`src/rtl/cordic_pkg.sv`:
```
// Shared constants, types and helpers for the unrolled CORDIC cosine pipeline.
// All fixed-point values are signed Q2.30 (1.0 = 0x4000_0000).
package cordic_pkg;

  localparam int CORDIC_ITERATIONS = 16;
  localparam int CORDIC_LATENCY    = 5;
  localparam int FRAC_BITS         = 30;
  localparam int STAGE_ITERS       = 4;

  // Float exponent that maps the 24-bit mantissa straight onto Q2.30 without shifting.
  localparam int F2Q_BIAS    = 127 + 23 - FRAC_BITS;
  localparam int F2Q_MIN_EXP = F2Q_BIAS - 24;
  localparam int Q2F_BIAS    = 127 - FRAC_BITS;

  localparam logic [31:0] K_Q30   = 32'h26DD_3B6A;
  localparam logic [31:0] NAN_F32 = 32'h7FC0_0000;

  // atan(2^-i) in Q2.30, truncated toward zero.
  localparam logic [31:0] ATAN_Q30 [CORDIC_ITERATIONS] = '{
    32'h3243_F6A8, 32'h1DAC_6705, 32'h0FAD_BAFC, 32'h07F5_6EA6,
    32'h03FE_AB76, 32'h01FF_D55B, 32'h00FF_FAAA, 32'h007F_FF55,
    32'h003F_FFEA, 32'h001F_FFFD, 32'h000F_FFFF, 32'h0007_FFFF,
    32'h0003_FFFF, 32'h0001_FFFF, 32'h0000_FFFF, 32'h0000_7FFF
  };

  typedef struct packed {
    logic               flag;
    logic signed [31:0] x;
    logic signed [31:0] y;
    logic signed [31:0] z;
  } cordic_vec_t;

  function automatic logic [4:0] lead_one(input logic [31:0] v);
    logic [4:0] p;
    p = '0;
    for (int i = 0; i < 32; i++) begin
      if (v[i]) p = 5'(i);
    end
    return p;
  endfunction

endpackage

```
`src/rtl/cordic_stage4.sv`:
```
// One registered pipeline stage performing four consecutive CORDIC micro-rotations.
// STAGE_IDX (1..4) selects iterations 4*(STAGE_IDX-1) .. 4*STAGE_IDX-1.
module cordic_stage4
  import cordic_pkg::*;
#(
  parameter int STAGE_IDX = 1
) (
  input  logic        clock,
  input  logic        aclr,
  input  logic        clk_en,
  input  cordic_vec_t vec_i,
  output cordic_vec_t vec_o
);

  localparam int BASE = STAGE_ITERS * (STAGE_IDX - 1);

  logic signed [31:0] x_w [STAGE_ITERS+1];
  logic signed [31:0] y_w [STAGE_ITERS+1];
  logic signed [31:0] z_w [STAGE_ITERS+1];
  cordic_vec_t        vec_d;
  cordic_vec_t        vec_q;

  assign x_w[0] = vec_i.x;
  assign y_w[0] = vec_i.y;
  assign z_w[0] = vec_i.z;

  for (genvar k = 0; k < STAGE_ITERS; k++) begin : g_iter
    localparam int                 SH     = BASE + k;
    localparam logic signed [31:0] ATAN_I = ATAN_Q30[SH];
    logic rot_neg;

    // Rotate toward z = 0: a negative residual angle reverses the direction.
    assign rot_neg    = z_w[k][31];
    assign x_w[k+1]   = rot_neg ? x_w[k] + (y_w[k] >>> SH) : x_w[k] - (y_w[k] >>> SH);
    assign y_w[k+1]   = rot_neg ? y_w[k] - (x_w[k] >>> SH) : y_w[k] + (x_w[k] >>> SH);
    assign z_w[k+1]   = rot_neg ? z_w[k] + ATAN_I : z_w[k] - ATAN_I;
  end

  assign vec_d = '{
    flag: vec_i.flag,
    x:    x_w[STAGE_ITERS],
    y:    y_w[STAGE_ITERS],
    z:    z_w[STAGE_ITERS]
  };

  always_ff @(posedge clock) begin
    if (aclr)        vec_q <= '0;
    else if (clk_en) vec_q <= vec_d;
  end

  assign vec_o = vec_q;

endmodule

```
`src/rtl/cordic_unroll4_var.sv`:
```
// Fully pipelined single-precision cos(): float -> Q2.30, four 4-iteration CORDIC
// stages, Q2.30 -> float. A start issued on an enabled edge yields done LATENCY enabled edges later.
module cordic_unroll4_var #(
  parameter int ITERATIONS = 16,
  parameter int LATENCY    = 5
) (
  input  logic        clock,
  input  logic        aclr,
  input  logic        clk_en,
  input  logic        start,
  input  logic [31:0] dataa,
  output logic [31:0] result,
  output logic        done
);

  import cordic_pkg::*;

  localparam int NUM_STAGES = ITERATIONS / STAGE_ITERS;

  logic [LATENCY-1:0] start_sr_q;
  logic [LATENCY-1:0] start_sr_d;
  cordic_vec_t        s0_q;
  cordic_vec_t        s0_d;
  cordic_vec_t        pipe [NUM_STAGES+1];

  logic [7:0]         in_exp;
  logic [23:0]        in_mant;
  logic [31:0]        angle;

  logic signed [31:0] out_x;
  logic [4:0]         out_lead;
  logic               unused_bits;

  // |dataa| to Q2.30; the sign is dropped because cos is even.
  // NOTE: every always_comb output is given a default first so no path can infer a latch.
  always_comb begin
    in_exp  = dataa[30:23];
    in_mant = {1'b1, dataa[22:0]};
    angle   = '0;
    if (in_exp[7] || in_exp <= 8'(F2Q_MIN_EXP)) begin
      angle = '0;
    end else if (in_exp >= 8'(F2Q_BIAS)) begin
      angle = {8'd0, in_mant} << (in_exp - 8'(F2Q_BIAS));
    end else begin
      angle = {8'd0, in_mant} >> (8'(F2Q_BIAS) - in_exp);
    end
    s0_d = '{flag: in_exp[7], x: K_Q30, y: '0, z: angle};
  end

  assign start_sr_d = {start_sr_q[LATENCY-2:0], start};

  // NOTE: reset is synchronous and overrides clk_en; state uses non-blocking assignments only.
  always_ff @(posedge clock) begin
    if (aclr) begin
      start_sr_q <= '0;
      s0_q       <= '0;
    end else if (clk_en) begin
      start_sr_q <= start_sr_d;
      s0_q       <= s0_d;
    end
  end

  assign pipe[0] = s0_q;

  for (genvar s = 0; s < NUM_STAGES; s++) begin : g_stage
    cordic_stage4 #(
      .STAGE_IDX (s + 1)
    ) u_stage (
      .clock  (clock),
      .aclr   (aclr),
      .clk_en (clk_en),
      .vec_i  (pipe[s]),
      .vec_o  (pipe[s+1])
    );
  end

  assign out_x    = pipe[NUM_STAGES].x;
  assign out_lead = lead_one(out_x);

  // Normalise so the leading one lands at bit 31; the 23 bits below it are the mantissa.
  always_comb begin
    result = '0;
    if (pipe[NUM_STAGES].flag) begin
      result = NAN_F32;
    end else if (!out_x[31] && out_x != '0) begin
      result = {1'b0,
                8'(Q2F_BIAS) + {3'b000, out_lead},
                23'((out_x << (5'd31 - out_lead)) >> 8)};
    end
  end

  assign done = start_sr_q[LATENCY-1];

  assign unused_bits = ^{dataa[31], pipe[NUM_STAGES].y, pipe[NUM_STAGES].z};

endmodule

```
`config.mk`:
```
export PLATFORM = sky130hd
export DESIGN_NAME = cordic_unroll4_var
export DESIGN_NICKNAME = d
export VERILOG_FILES = /design/src/rtl/cordic_pkg.sv /design/src/rtl/cordic_stage4.sv /design/src/rtl/cordic_unroll4_var.sv
export SDC_FILE = /design/constraint.sdc
export NUM_CORES = 2
export LEC_CHECK = 0
export ABC_AREA = 0
export ABC_CLOCK_PERIOD_IN_PS = 22900
export CORE_MARGIN = 1.5
export CORE_UTILIZATION = 60
export DETAILED_ROUTE_END_ITERATION = 8
export GPL_ROUTABILITY_DRIVEN = 0
export GPL_TIMING_DRIVEN = 0
export PLACE_DENSITY = 0.75
export SYNTH_ARGS = -nofsm -noshare
export SYNTH_HDL_FRONTEND = slang
export SYNTH_SLANG_ARGS = --single-unit
```
`constraint.sdc`:
```
create_clock -name clock -period 22.9 [get_ports clock]
set_input_delay 2.29 -clock clock [delete_from_list [all_inputs] [get_ports clock]]
set_output_delay 2.29 -clock clock [all_outputs]
set_load 0.05 [all_outputs]
```
==> flow_summary.yaml <==
outcome:
  status: "finished, violations left"
  violations: "max-capacitance violations, max-slew violations"
route:
  dr.first_iter.drc_count: 8533
  dr.pass1.iters: 7
  drcViolationCount: 0
  final_antenna_net_count: 0
  routed_wl_um: 296700
  post_drt_via_cell_ratio: 6.584
  via_count: 95239
  detail_route.wl_per_cell_um: 20.51
setup_path:
  worstPathArrival_ns: 20.71
  cp_max_fo: 27
  startpoint: "g_stage[0].u_stage.vec_o[31]"
  endpoint_kind: "register"
  r2r_end: "g_stage[1].u_stage.vec_o[94]"
  slowest_stage: "dfxtp_1"
  rrSetupSlack_ns: 2.63
  worstRegToRegCells: 65
  critPathKind: "register to register"
  crit_required_ns: 23.34
  r2r-start: "g_stage[0].u_stage.vec_o[31]"
  cp-start-kind: "register"
  max_stage_delay_ns: 0.91
clock_tree:
  clk_pin_slew_ns: 0.06
  postCtsSetupBuffers: 0
  htreeDepth: 2
  postCtsResizedCells: 0
  clk-insertion-delay-late_ns: 0.64
  cts_tree: "done"
  cts_buffer_depth: 3
  hold_buffers: 0
  clockRootBuffer: "clkbuf_16"
  clkSinkCount: 363
  cts_buffers: 44
logic_synthesis:
  yosysUniqueCellTypes: 114
  syn_avg_cell_area_um2: 7.244
  synthFlopType: "dfxtp_1"
  synth_seq_cells: 363
  async_reset_ff_frac: 0
  yosysSeqAreaShare: 0.08104
  syn_inst: 12379
  netlist_area_um2: 89670
  yosysWarnings: 0
  synth-edff-count: 0
finish:
  multiInputGateArea_um2: 78780
  seqCellArea_um2: 7267
  nets: 13888
  drive_above_1_share: 0.02945
  nFillCells: 13373
  syn_to_final_growth_pct: 5.291
  final_cell_mix: "ha_1, nor2_1, a21oi_1, xnor2_1, nand2_1"
  final_common_cell: "ha_1"
die:
  fp.dieW_um: 389.6
  ios: 69
  num_rows: 141
  die_h_um: 389.6
  core_area_um2: 148000
  start_util: 0.6058
  die_area_um2: 151800
timing:
  final_hold_viol_count: 0
  period_minus_slack_ns: 20.27
  fin_crit_sh: 0.8851
  finalSetupViolCount: 0
  clock_skew_ns: 0.05255
  max_freq_mhz: 49.34
  max_slew_margin: -0.05873
  tightest_slew_ns: 1.588
  drv_slew: 33
  fin_setup_tns_ns: 0
  grt_setup_unrepaired: "no"
global_routing:
  grt-ovfl-total: 0
  antenna_found_initial: 6
  grt_util_met2: 0.6165
  top_usage_layer: "met2"
  grt_pass1_vias: 89024
  grt_pass1_wl_um: 462500
  met3_usage: 0.04995
  grt_max_degree: 30
  gr-usage-met1: 0.4535
  groute.usage.overall: 0.3703
worst_hold_path:
  hp-class: "register to register"
  hold_end: "pipe[396]"
  whs_path_depth: 2
  min_from: "pipe[396]"
placement:
  place_hpwl_um: 242600
  numPortBuffers: 62
job:
  drv_cap: 3
-- critical path, delay by kind of cell (launching register included) --
family	cells	cell delay [ns]
AND/OR/NAND/NOR	6	1.24
buffers and inverters	10	4.80
XOR/XNOR	2	0.40
adder cells (fa/ha/maj)	4	1.64
flip-flops	1	0.91
AO/OA/AOI/OAI	43	10.92
-- registers in the layout, indices dropped and copies added (netlist names) --
name                   cells
start_sr_q                 5
g_stage.u_stage.vec_o    324
pipe                      34
-- Yosys cell counts (all sizes together) (41+ instances only) --
cell type / count / share of area
ha: 1320 / 0.18
nor2: 1316 / 0.055
a21oi: 1250 / 0.070
xnor2: 996 / 0.098
nand2: 848 / 0.035
o21ai: 754 / 0.042
inv: 613 / 0.026
xor2: 513 / 0.050
a21o: 406 / 0.034
dfxtp: 363 / 0.081
nor3: 362 / 0.020
mux2i: 306 / 0.034
clkbuf: 280 / 0.012
nand3: 263 / 0.015
o21a: 216 / 0.018
nand2b: 196 / 0.014
nor2b: 172 / 0.012
a211oi: 158 / 0.013
a31oi: 143 / 0.010
or3: 136 / 0.0095
o21bai: 133 / 0.011
and3: 110 / 0.0077
o31ai: 108 / 0.0090
and2: 93 / 0.0065
a21boi: 75 / 0.0063
nor4: 75 / 0.0055
nand4: 74 / 0.0052
o211ai: 71 / 0.0060
buf: 60 / 0.0029
a211o: 59 / 0.0058
or2: 57 / 0.0040
mux2: 54 / 0.0068
o31a: 51 / 0.0050
mux4: 46 / 0.012
nand3b: 46 / 0.0039
a31o: 42 / 0.0041
or4: 41 / 0.0034
-- layer usage --
layer	part of all wire	wire length, um
met5	0	0
met4	0.066	19460
met3	0.079	23290
met2	0.45	133700
met1	0.41	120200
-- cells by family (layout without fill, tap and decap cells) --
logic type               count (synthesis)  count (layout)  share of synthesized area
XOR/XNOR                              1513            1513                     0.1491
adder cells (fa/ha/maj)               1356            1356                     0.1922
multiplexers                           406             406                    0.05267
buffers and inverters                  958            1108                    0.04059
other                                    1               8                 0.00004182
flip-flops                             363             363                    0.08104
AO/OA/AOI/OAI                         3881            3881                     0.2765
AND/OR/NAND/NOR                       3901            3901                     0.2079
-- worst max-delay path by stage --
stage,end,slack (ns)
after detailed placement,g_stage[1].u_stage.vec_o[94],3.16
final,g_stage[1].u_stage.vec_o[94],2.63
after global placement,g_stage[1].u_stage.vec_o[94],2.19
after floorplan,g_stage[1].u_stage.vec_o[94],7.84
after CTS,g_stage[1].u_stage.vec_o[94],2.94
after global routing,g_stage[1].u_stage.vec_o[94],1.53
-- through the flow --
stage | hold WS (ns) | area [um2] | instances | setup WS, ns | util
floorplan | 0.4315 | 89670 | 12380 | 7.843 | -
global placement | 0.4476 | 92710 | 14372 | 2.192 | 0.6264
detailed placement | 0.4648 | 92820 | 14377 | 3.165 | 0.6271
CTS | 0.4749 | 94360 | 14457 | 2.938 | 0.6375
global route | 0.4955 | 94400 | 14460 | 1.525 | 0.6378
finish | 0.4747 | 94420 | 14466 | 2.631 | 0.6379
-- final cells by class --
cell class              instances  share of cell area
flip-flops and latches        363             0.07697
inverters                     617             0.02453
multi-input cells           11059              0.8344
repair buffers                 70            0.007766
plain buffers                 341             0.01421
clock buffers                  54             0.01315
diodes                          6           0.0001590
clock inverters                26            0.003220
well taps                    1930             0.02558
Power is not shown: default switching activity piles up to over one toggle a cycle in this logic, so the estimate is an artifact.
